### src/rtl/ntt_ctrl_if.sv
// Control bundle between the NTT sequencer and its datapath: start/abort requests in,
// buffer read, row-calc beat, capture strobes and status out.
interface ntt_ctrl_if #(
  parameter int AW = 6
);
  logic          start;
  logic          abort;
  logic          rd_en;
  logic [AW-1:0] rd_addr;
  logic          mac_en;
  logic          mac_first;
  logic          mac_last;
  logic          y_we;
  logic          busy;
  logic          done;
  logic [15:0]   frame_cnt;

  modport master (
    output start, abort,
    input  rd_en, rd_addr, mac_en, mac_first, mac_last, y_we, busy, done, frame_cnt
  );

  modport slave (
    input  start, abort,
    output rd_en, rd_addr, mac_en, mac_first, mac_last, y_we, busy, done, frame_cnt
  );
endinterface

### src/rtl/ntt_ctrl.sv
// NTT sequencer: N read beats, LAT-cycle drain, one y capture, then a done pulse (done at N+2+LAT after start).
// No backpressure: start is honoured only in IDLE and never queued; abort drops the transform at once.
module ntt_ctrl #(
  parameter int N   = 64,
  parameter int AW  = 6,
  parameter int LAT = 8
) (
  input  logic       i_clk,
  input  logic       i_rst,
  ntt_ctrl_if.slave  io_bus
);

  if (2**AW != N) begin : g_bad_aw
    $error("ntt_ctrl: 2**AW must equal N");
  end
  if (LAT < 1 || LAT > 15) begin : g_bad_lat
    $error("ntt_ctrl: LAT must be in 1..15");
  end

  localparam logic [AW-1:0] LAST_ADDR = AW'(N - 1);
  localparam logic [3:0]    LAST_DRN  = 4'(LAT - 1);

  typedef enum logic [2:0] {
    S_IDLE, S_ISSUE, S_DRAIN, S_CAPTURE, S_DONE
  } state_t;

  state_t        r_state;
  state_t        w_next;
  logic [AW-1:0] r_rd_addr;
  logic [3:0]    r_drain;
  logic          r_mac_en;
  logic          r_mac_first;
  logic          r_mac_last;
  logic [15:0]   r_frame_cnt;
  logic          w_rd_en;

  always_ff @(posedge i_clk) begin
    if (i_rst) r_state <= S_IDLE;
    else       r_state <= w_next;
  end

  // abort wins over start in IDLE and cancels every active state
  always_comb begin
    w_next = r_state;
    unique case (r_state)
      S_IDLE:    if (io_bus.start && !io_bus.abort) w_next = S_ISSUE;
      S_ISSUE:   if (io_bus.abort) w_next = S_IDLE;
                 else if (r_rd_addr == LAST_ADDR) w_next = S_DRAIN;
      S_DRAIN:   if (io_bus.abort) w_next = S_IDLE;
                 else if (r_drain == LAST_DRN) w_next = S_CAPTURE;
      S_CAPTURE: w_next = io_bus.abort ? S_IDLE : S_DONE;
      S_DONE:    w_next = S_IDLE;
      default:   w_next = S_IDLE;
    endcase
  end

  always_comb begin
    w_rd_en      = (r_state == S_ISSUE);
    io_bus.rd_en = w_rd_en;
    io_bus.y_we  = (r_state == S_CAPTURE);
    io_bus.done  = (r_state == S_DONE);
    io_bus.busy  = (r_state != S_IDLE);
  end

  // beats already in flight are squashed by abort so the row-calc never sees a partial mac_last
  always_ff @(posedge i_clk) begin
    if (i_rst) begin
      r_rd_addr   <= '0;
      r_drain     <= '0;
      r_mac_en    <= 1'b0;
      r_mac_first <= 1'b0;
      r_mac_last  <= 1'b0;
      r_frame_cnt <= '0;
    end else begin
      r_mac_en    <= w_rd_en && !io_bus.abort;
      r_mac_first <= w_rd_en && !io_bus.abort && (r_rd_addr == '0);
      r_mac_last  <= w_rd_en && !io_bus.abort && (r_rd_addr == LAST_ADDR);
      if (r_state == S_IDLE && w_next == S_ISSUE)
        r_rd_addr <= '0;
      else if (r_state == S_ISSUE && w_next == S_ISSUE)
        r_rd_addr <= r_rd_addr + 1'b1;
      r_drain <= (r_state == S_DRAIN) ? r_drain + 4'd1 : 4'd0;
      if (r_state == S_DONE)
        r_frame_cnt <= r_frame_cnt + 16'd1;
    end
  end

  assign io_bus.rd_addr   = r_rd_addr;
  assign io_bus.mac_en    = r_mac_en;
  assign io_bus.mac_first = r_mac_first;
  assign io_bus.mac_last  = r_mac_last;
  assign io_bus.frame_cnt = r_frame_cnt;

endmodule

### src/flat_wrapper.sv
// flat-port wrapper written by rule: the top's interface ports become plain ports
module ntt_ctrl_flat 
#(
  parameter int N   = 64,
  parameter int AW  = 6,
  parameter int LAT = 8
)
  (i_clk, i_rst, io_bus_start, io_bus_abort, io_bus_rd_en, io_bus_rd_addr, io_bus_mac_en, io_bus_mac_first, io_bus_mac_last, io_bus_y_we, io_bus_busy, io_bus_done, io_bus_frame_cnt);
  ntt_ctrl_if #(.AW(AW)) io_bus_i ();
  input  logic i_clk;
  input  logic i_rst;
  input wire logic [$bits(io_bus_i.start)-1:0] io_bus_start;
  input wire logic [$bits(io_bus_i.abort)-1:0] io_bus_abort;
  output wire logic [$bits(io_bus_i.rd_en)-1:0] io_bus_rd_en;
  output wire logic [$bits(io_bus_i.rd_addr)-1:0] io_bus_rd_addr;
  output wire logic [$bits(io_bus_i.mac_en)-1:0] io_bus_mac_en;
  output wire logic [$bits(io_bus_i.mac_first)-1:0] io_bus_mac_first;
  output wire logic [$bits(io_bus_i.mac_last)-1:0] io_bus_mac_last;
  output wire logic [$bits(io_bus_i.y_we)-1:0] io_bus_y_we;
  output wire logic [$bits(io_bus_i.busy)-1:0] io_bus_busy;
  output wire logic [$bits(io_bus_i.done)-1:0] io_bus_done;
  output wire logic [$bits(io_bus_i.frame_cnt)-1:0] io_bus_frame_cnt;
  assign io_bus_i.start = io_bus_start;
  assign io_bus_i.abort = io_bus_abort;
  assign io_bus_rd_en = io_bus_i.rd_en;
  assign io_bus_rd_addr = io_bus_i.rd_addr;
  assign io_bus_mac_en = io_bus_i.mac_en;
  assign io_bus_mac_first = io_bus_i.mac_first;
  assign io_bus_mac_last = io_bus_i.mac_last;
  assign io_bus_y_we = io_bus_i.y_we;
  assign io_bus_busy = io_bus_i.busy;
  assign io_bus_done = io_bus_i.done;
  assign io_bus_frame_cnt = io_bus_i.frame_cnt;
  ntt_ctrl #(.N(N), .AW(AW), .LAT(LAT)) u_core (.i_clk(i_clk), .i_rst(i_rst), .io_bus(io_bus_i));
endmodule
### config.mk
export PLATFORM = sky130hd
export DESIGN_NAME = ntt_ctrl_flat
export DESIGN_NICKNAME = d
export VERILOG_FILES = /design/src/rtl/ntt_ctrl_if.sv /design/src/rtl/ntt_ctrl.sv /design/src/flat_wrapper.sv
export SDC_FILE = /design/constraint.sdc
export NUM_CORES = 1
export LEC_CHECK = 0
export BUFFER_PORTS_ARGS = -buffer_cell sky130_fd_sc_hd__buf_2
export CAP_MARGIN = 5
export CORE_UTILIZATION = 47
export DETAILED_ROUTE_END_ITERATION = 10
export PLACE_DENSITY = 0.8
export SETUP_SLACK_MARGIN = 0.2
export SYNTH_ARGS = -nofsm -noshare
export SYNTH_HDL_FRONTEND = slang
export SYNTH_SLANG_ARGS = --single-unit
### constraint.sdc
create_clock -name i_clk -period 1.6 [get_ports i_clk]
set_clock_uncertainty 0.15 [all_clocks]
set_input_delay 0.24 -clock i_clk [delete_from_list [all_inputs] [get_ports i_clk]]
set_output_delay 0.24 -clock i_clk [all_outputs]
set_load 0.005 [all_outputs]
# Word level (Yosys, flattened, before mapping)

Cells that the tools add are included.

Register bits after elaboration: 32
Latch bits: 0
Memory bits (writable): 0
Memory bits (read-only): 0
Input bits: 4
Output and inout port bits: 29
Logic and storage cells: 37
Memories: 0

Add/subtract/negate cells: 3
Multiply operators: 0
Div/mod/pow operators: 0
$lt $le $gt $ge: 0
Equality and inequality tests: 7
Shifts and indexed selects: 0
Multiplexer cells: 7
Bitwise gates (word level): 1
Reduce and logical (&&, ||, !) cells: 12

Operator list:

| cell                                                            | number |
|---|---|
| 3-bit 2-to-1 mux                                                | 6 |
| 16-bit by 1-bit adder with 16-bit output, second input constant | 1 |
| 3-bit case mux with 4 select lines                              | 1 |
| 6-bit by 1-bit adder with 6-bit output, second input constant   | 1 |
| 3-bit by 1-bit == test with 1-bit output, second input constant | 2 |
| 3-bit by 2-bit == test with 1-bit output, second input constant | 2 |
| 6-bit == test, second input constant                            | 1 |
| 1-bit logical AND                                               | 6 |
| 6-bit logical NOT                                               | 1 |
| 4-bit by 1-bit adder with 4-bit output, second input constant   | 1 |
| 4-bit by 3-bit == test with 1-bit output, second input constant | 1 |
| 2-bit OR reduction                                              | 2 |
| 3-bit == test, second input constant                            | 1 |
| 3-bit logical NOT                                               | 1 |
| 3-bit nonzero test                                              | 1 |
| 1-bit logical NOT                                               | 1 |
| 1-bit NOT                                                       | 1 |

# Depth between registers and ports, before layout

Depth in word-level cells: 7
Gate-level depth with buffers: 5
Gate-level depth less buffers: 5

# Least setup slack after synthesis

Ideal clock, no wire load.

Kind: register to register
From: reg u_core.r_rd_addr[0] (netlist: u_core.io_bus.rd_addr[0])
To: reg u_core.r_rd_addr[5] (netlist: u_core.io_bus.rd_addr[5])
Library setup time: 0.115 ns
Data arrival time: 1.384 ns
Required time: 1.335 ns
Slack: -0.049 ns
Stages on the path, launching flop included: 6
Period minus slack after synthesis: 1.649 ns
Path through: dfxtp_1 > ha_1 > and4_1 > a2111oi_4 > xnor2_1 > nor2_1

Cells in the longest elaborated chain, start to end: 7

Ends and longest elaborated chain:

| element                                  | line                           | RTL |
|---|---|---|
| start: declaration                       | ntt_ctrl.sv:29                 | `logic [AW-1:0] r_rd_addr;` |
| start signal: assignment                 | ntt_ctrl.sv:81                 | `r_rd_addr <= r_rd_addr + 1'b1;` |
| 6-bit == test                            | ntt_ctrl.sv:48                 | `else if (r_rd_addr == LAST_ADDR) w_next = S_DRAIN;` |
| 3-bit 2-to-1 mux                         | ntt_ctrl.sv:48                 |  |
| 3-bit 2-to-1 mux                         | ntt_ctrl.sv:47                 | `S_ISSUE: if (io_bus.abort) w_next = S_IDLE;` |
| 3-bit case mux with 4 select lines       | ntt_ctrl.sv:45                 | `unique case (r_state)` |
| 3-bit by 1-bit == test with 1-bit output | ntt_ctrl.sv:78, ntt_ctrl.sv:80 |  |
| 1-bit logical AND                        | ntt_ctrl.sv:78                 | `if (r_state == S_IDLE && w_next == S_ISSUE)` |
| 2-bit OR reduction (no source line)      | n/a                            |  |

Several ways; a longest one is shown, not always the timed one.
A chain may end at the register's enable or synchronous reset.

# Worst setup path after layout

From: reg u_core.r_state[0]
To: out io_bus_busy

Cells in the longest elaborated chain, start to end: 1

Ends and longest elaborated chain:

| element                  | line               | RTL |
|---|---|---|
| start: declaration       | ntt_ctrl.sv:27     | `state_t r_state;` |
| start signal: assignment | ntt_ctrl.sv:39     | `else r_state <= w_next;` |
| 3-bit nonzero test       | ntt_ctrl.sv:62     | `io_bus.busy = (r_state != S_IDLE);` |
| end: declaration         | flat_wrapper.sv:20 | `output wire logic [$bits(io_bus_i.busy)-1:0] io_bus_busy;` |

Every way passes these cells.

==> flow_summary_export.csv <==
group,metric,value,unit
status,status,"finished, violations left",
status,failed_checks,"DRC, setup timing",
worst_setup_path,critical_path_arrival,1.41,ns
worst_setup_path,crit_path_cell_trace,"buf_6, buf_6, or3_1, buf_2",
placed_design,place_congestion,0.802,
worst_setup_path,path_buf_inv,3,
global_routing,grt_util_all_layers,25.9,%
clocking,cts_tree,"done",
logic_synthesis,synthesis.nets,178,
worst_setup_path,crit_type,"flop to primary output",
global_routing,grt.busiest_layer,"met2",
worst_setup_path,cp_common_cell,"buf_6",
clocking,clockBufferDepth,2,
cells_and_area,final_cells,271,
placed_design,dp_slack,-0.0512,ns
worst_setup_path,rrSetupSlack,-0.08,ns
clocking,cts.sinks,32,
min_path,hold_class,"input port to flop",
routing,num_vias,1617,
placed_design,io_buffers,32,
die,io_pins,33,
sta,period_share,112,%
sta,maxSlewViolCount,0,
logic_synthesis,syn_area,0.00147,mm^2
cells_and_area,nNetsFinal,247,
pwr,power.total,1.62,mW
placed_design,dp.cells,246,
die,die_w,58,um
placed_design,dpl_cell_area,0.00186,mm^2
global_routing,met2_usage,44.7,%
logic_synthesis,yosys_warnings,0,
worst_setup_path,endpoint_kind,"primary output",
worst_setup_path,startpoint_type,"flop",
pwr,vdd_ir_drop_max,0.804,mV
cells_and_area,drive_above_1_share,55.8,%
sta,max_freq,0.556,GHz
cells_and_area,diodes,0,
worst_setup_path,slowest_stage,"or3_1",
global_routing,grt_pass1_vias,1450,
global_routing,grt_util_met3,5.13,%
cells_and_area,area_delta_synth_final,63.1,%
clocking,cts_buffers,5,
sta,finalHoldViolCount,0,
cells_and_area,final_util,84.3,%
placed_design,dpl.hpwl,2530,um
logic_synthesis,synth_commonest_cells,"dfxtp_1 (32), nor2_1 (28), xnor2_1 (13)",
worst_setup_path,critPathRequiredTime,1.21,ns
logic_synthesis,synth_cell_types,35,
logic_synthesis,post-synth-top-count-cell,"dfxtp_1",
die,dieHeight,58,um
global_routing,grt_pass1_wl,6520,um
clocking,cts-htree-levels,2,
clocking,worstSkewPairLatency,0.36,ns
routing,avgRoutedWirePerCell,19.8,um
sta,rsz0062_at_grt,"true",
global_routing,grt-ovfl-total,0,
die,num_rows,19,
logic_synthesis,synth_cells,170,
routing,dr.pass1.iters,7,
logic_synthesis,yosysTopAreaCell,"dfxtp_1",
global_routing,antenna_found_initial,0,
pwr,p_per_area,676,mW/mm^2
die,core-area,0.00285,mm^2
sta,finalSetupViolCount,19,
cells_and_area,stdcell_area,0.00240,mm^2
die,die_area,0.00336,mm^2
routing,drc_errors,2,
logic_synthesis,ys_async_sr_fraction,0,%
sta,fin_crit,1.80,ns
global_routing,grt_max_degree,17,
worst_setup_path,cp_max_fo,5,
sta,timing.final.ws_setup,-0.199,ns
logic_synthesis,synth_top_area_share,43.5,%
logic_synthesis,synth_seq_cells,32,
pwr,power.leakage,0.987,nW
clocking,cts_root_buffer,"clkbuf_4",
routing,vias_per_cell,5.97,
worst_setup_path,critPathMaxStageDelay,0.35,ns
routing,routed_wl,5380,um
job,timing.max_cap.violations,0,
sta,tightest_slew,0.296,ns
sta,relSlewSlack,80.1,%
logic_synthesis,synth_area_leaders,"dfxtp_1 (43%), xnor2_1 (7.7%), nor2_1 (7.1%)",
logic_synthesis,synth_ff_type,"dfxtp_1",
routing,drtAntennaViolNets,0,
logic_synthesis,synth_edf_count,0,
routing,drtIter0Drc,117,
global_routing,grtUsageMet1,31.3,%
clocking,path_clk_slew,0.11,ns
logic_synthesis,syn_avg_cell_area,8.67,um^2
die,initial_core_util,51.7,%
worst_setup_path,crit_family,"buffers and inverters",
logic_synthesis,synth-seq-area-share,43.5,%
-- state kept, by name (all words and copies together) (netlist names) --
name                     cells
u_core.r_state               3
u_core.io_bus.mac_en         1
u_core.io_bus.rd_addr        6
u_core.io_bus.mac_last       1
u_core.r_drain               4
u_core.io_bus.frame_cnt     16
u_core.io_bus.mac_first      1
-- layout make-up --
type / count / area [um^2]
clock inverter: 1 / 30.0
multi-input combinational: 120 / 1070
sequential: 32 / 659
inverter: 12 / 45.0
fill: 150 / 449
tap: 31 / 38.8
clock buffer: 7 / 65.1
timing repair buffer: 68 / 494
-- worst paths after layout --
check	from	endpoint	cells after the start
worst max register to register	u_core.r_state[1]	u_core.io_bus.rd_addr[1]	4
worst min-delay path	i_rst	u_core.r_drain[3]	3
worst max-delay path	u_core.r_state[0]	io_bus_busy	4
worst min register to register	u_core.io_bus.frame_cnt[1]	u_core.io_bus.frame_cnt[1]	2
-- power by group --
| group | switching (mW) | internal [mW] |
|---|---|---|
| Clock | 0.303 | 0.415 |
| Combinational | 0.0584 | 0.0496 |
| Sequential | 0.00200 | 0.796 |
-- logic make-up (layout without fill, tap and decap cells) --
logic type	Yosys count	after routing	synth area share, %
and+or+nand+nor	79	79	28.2
DFF	32	32	43.5
AOI/OAI and AO/OA	20	20	10.1
buffers and inverters	18	88	4.67
xor gates and xnor gates	16	16	9.51
adders and majority gates	4	4	3.40
muxes	1	1	0.679
-- stage by stage --
stage,TNS (ns),hold slack [ns]
floorplan,0,0.268
global placement,-0.0178,0.275
detailed placement,-0.0842,0.300
CTS,-0.661,0.0727
global route,-2.09,0.0759
finish,-1.12,0.0947
-- worst reg2reg max path, stage by stage, from the launching register on --
cell     delay, ns
dfxtp_2       0.34
or4b_4        0.57
a21oi_4       0.24
mux2i_1       0.22
nor2_1        0.06
-- layout by cell type (no fill, tap or decap), drive strengths merged, types with 2 or more instances in the layout --
cell type,synthesis,routed
nand2,7,7
ha,4,4
inv,12,12
o21ai,2,2
buf,1,67
nand4b,2,2
and3,3,3
nor2,28,28
nand4,4,4
nand3,9,9
or3,4,4
nor4,5,5
a21o,3,3
nor3,8,8
xor2,3,3
dfxtp,32,32
clkbuf,5,7
xnor2,13,13
nand2b,2,2
a21oi,10,10
-- per-layer routing --
layer  part of all wire [%]  up-vias
li1                       -      724
met1                     39      789
met2                     52       78
met3                    6.0       26
met4                    3.7        0
met5                      0        -
-- repair_timing --
action                                  in CTS  in global routing
gates resized for setup                     31                 39
endpoints found under the setup margin      33                 35
pin swaps                                   27                 23
hold endpoints to repair                     1                  0
hold buffers                                 1                  0
buffers inserted                             9                  7
Power figures use the tool's default switching activity.
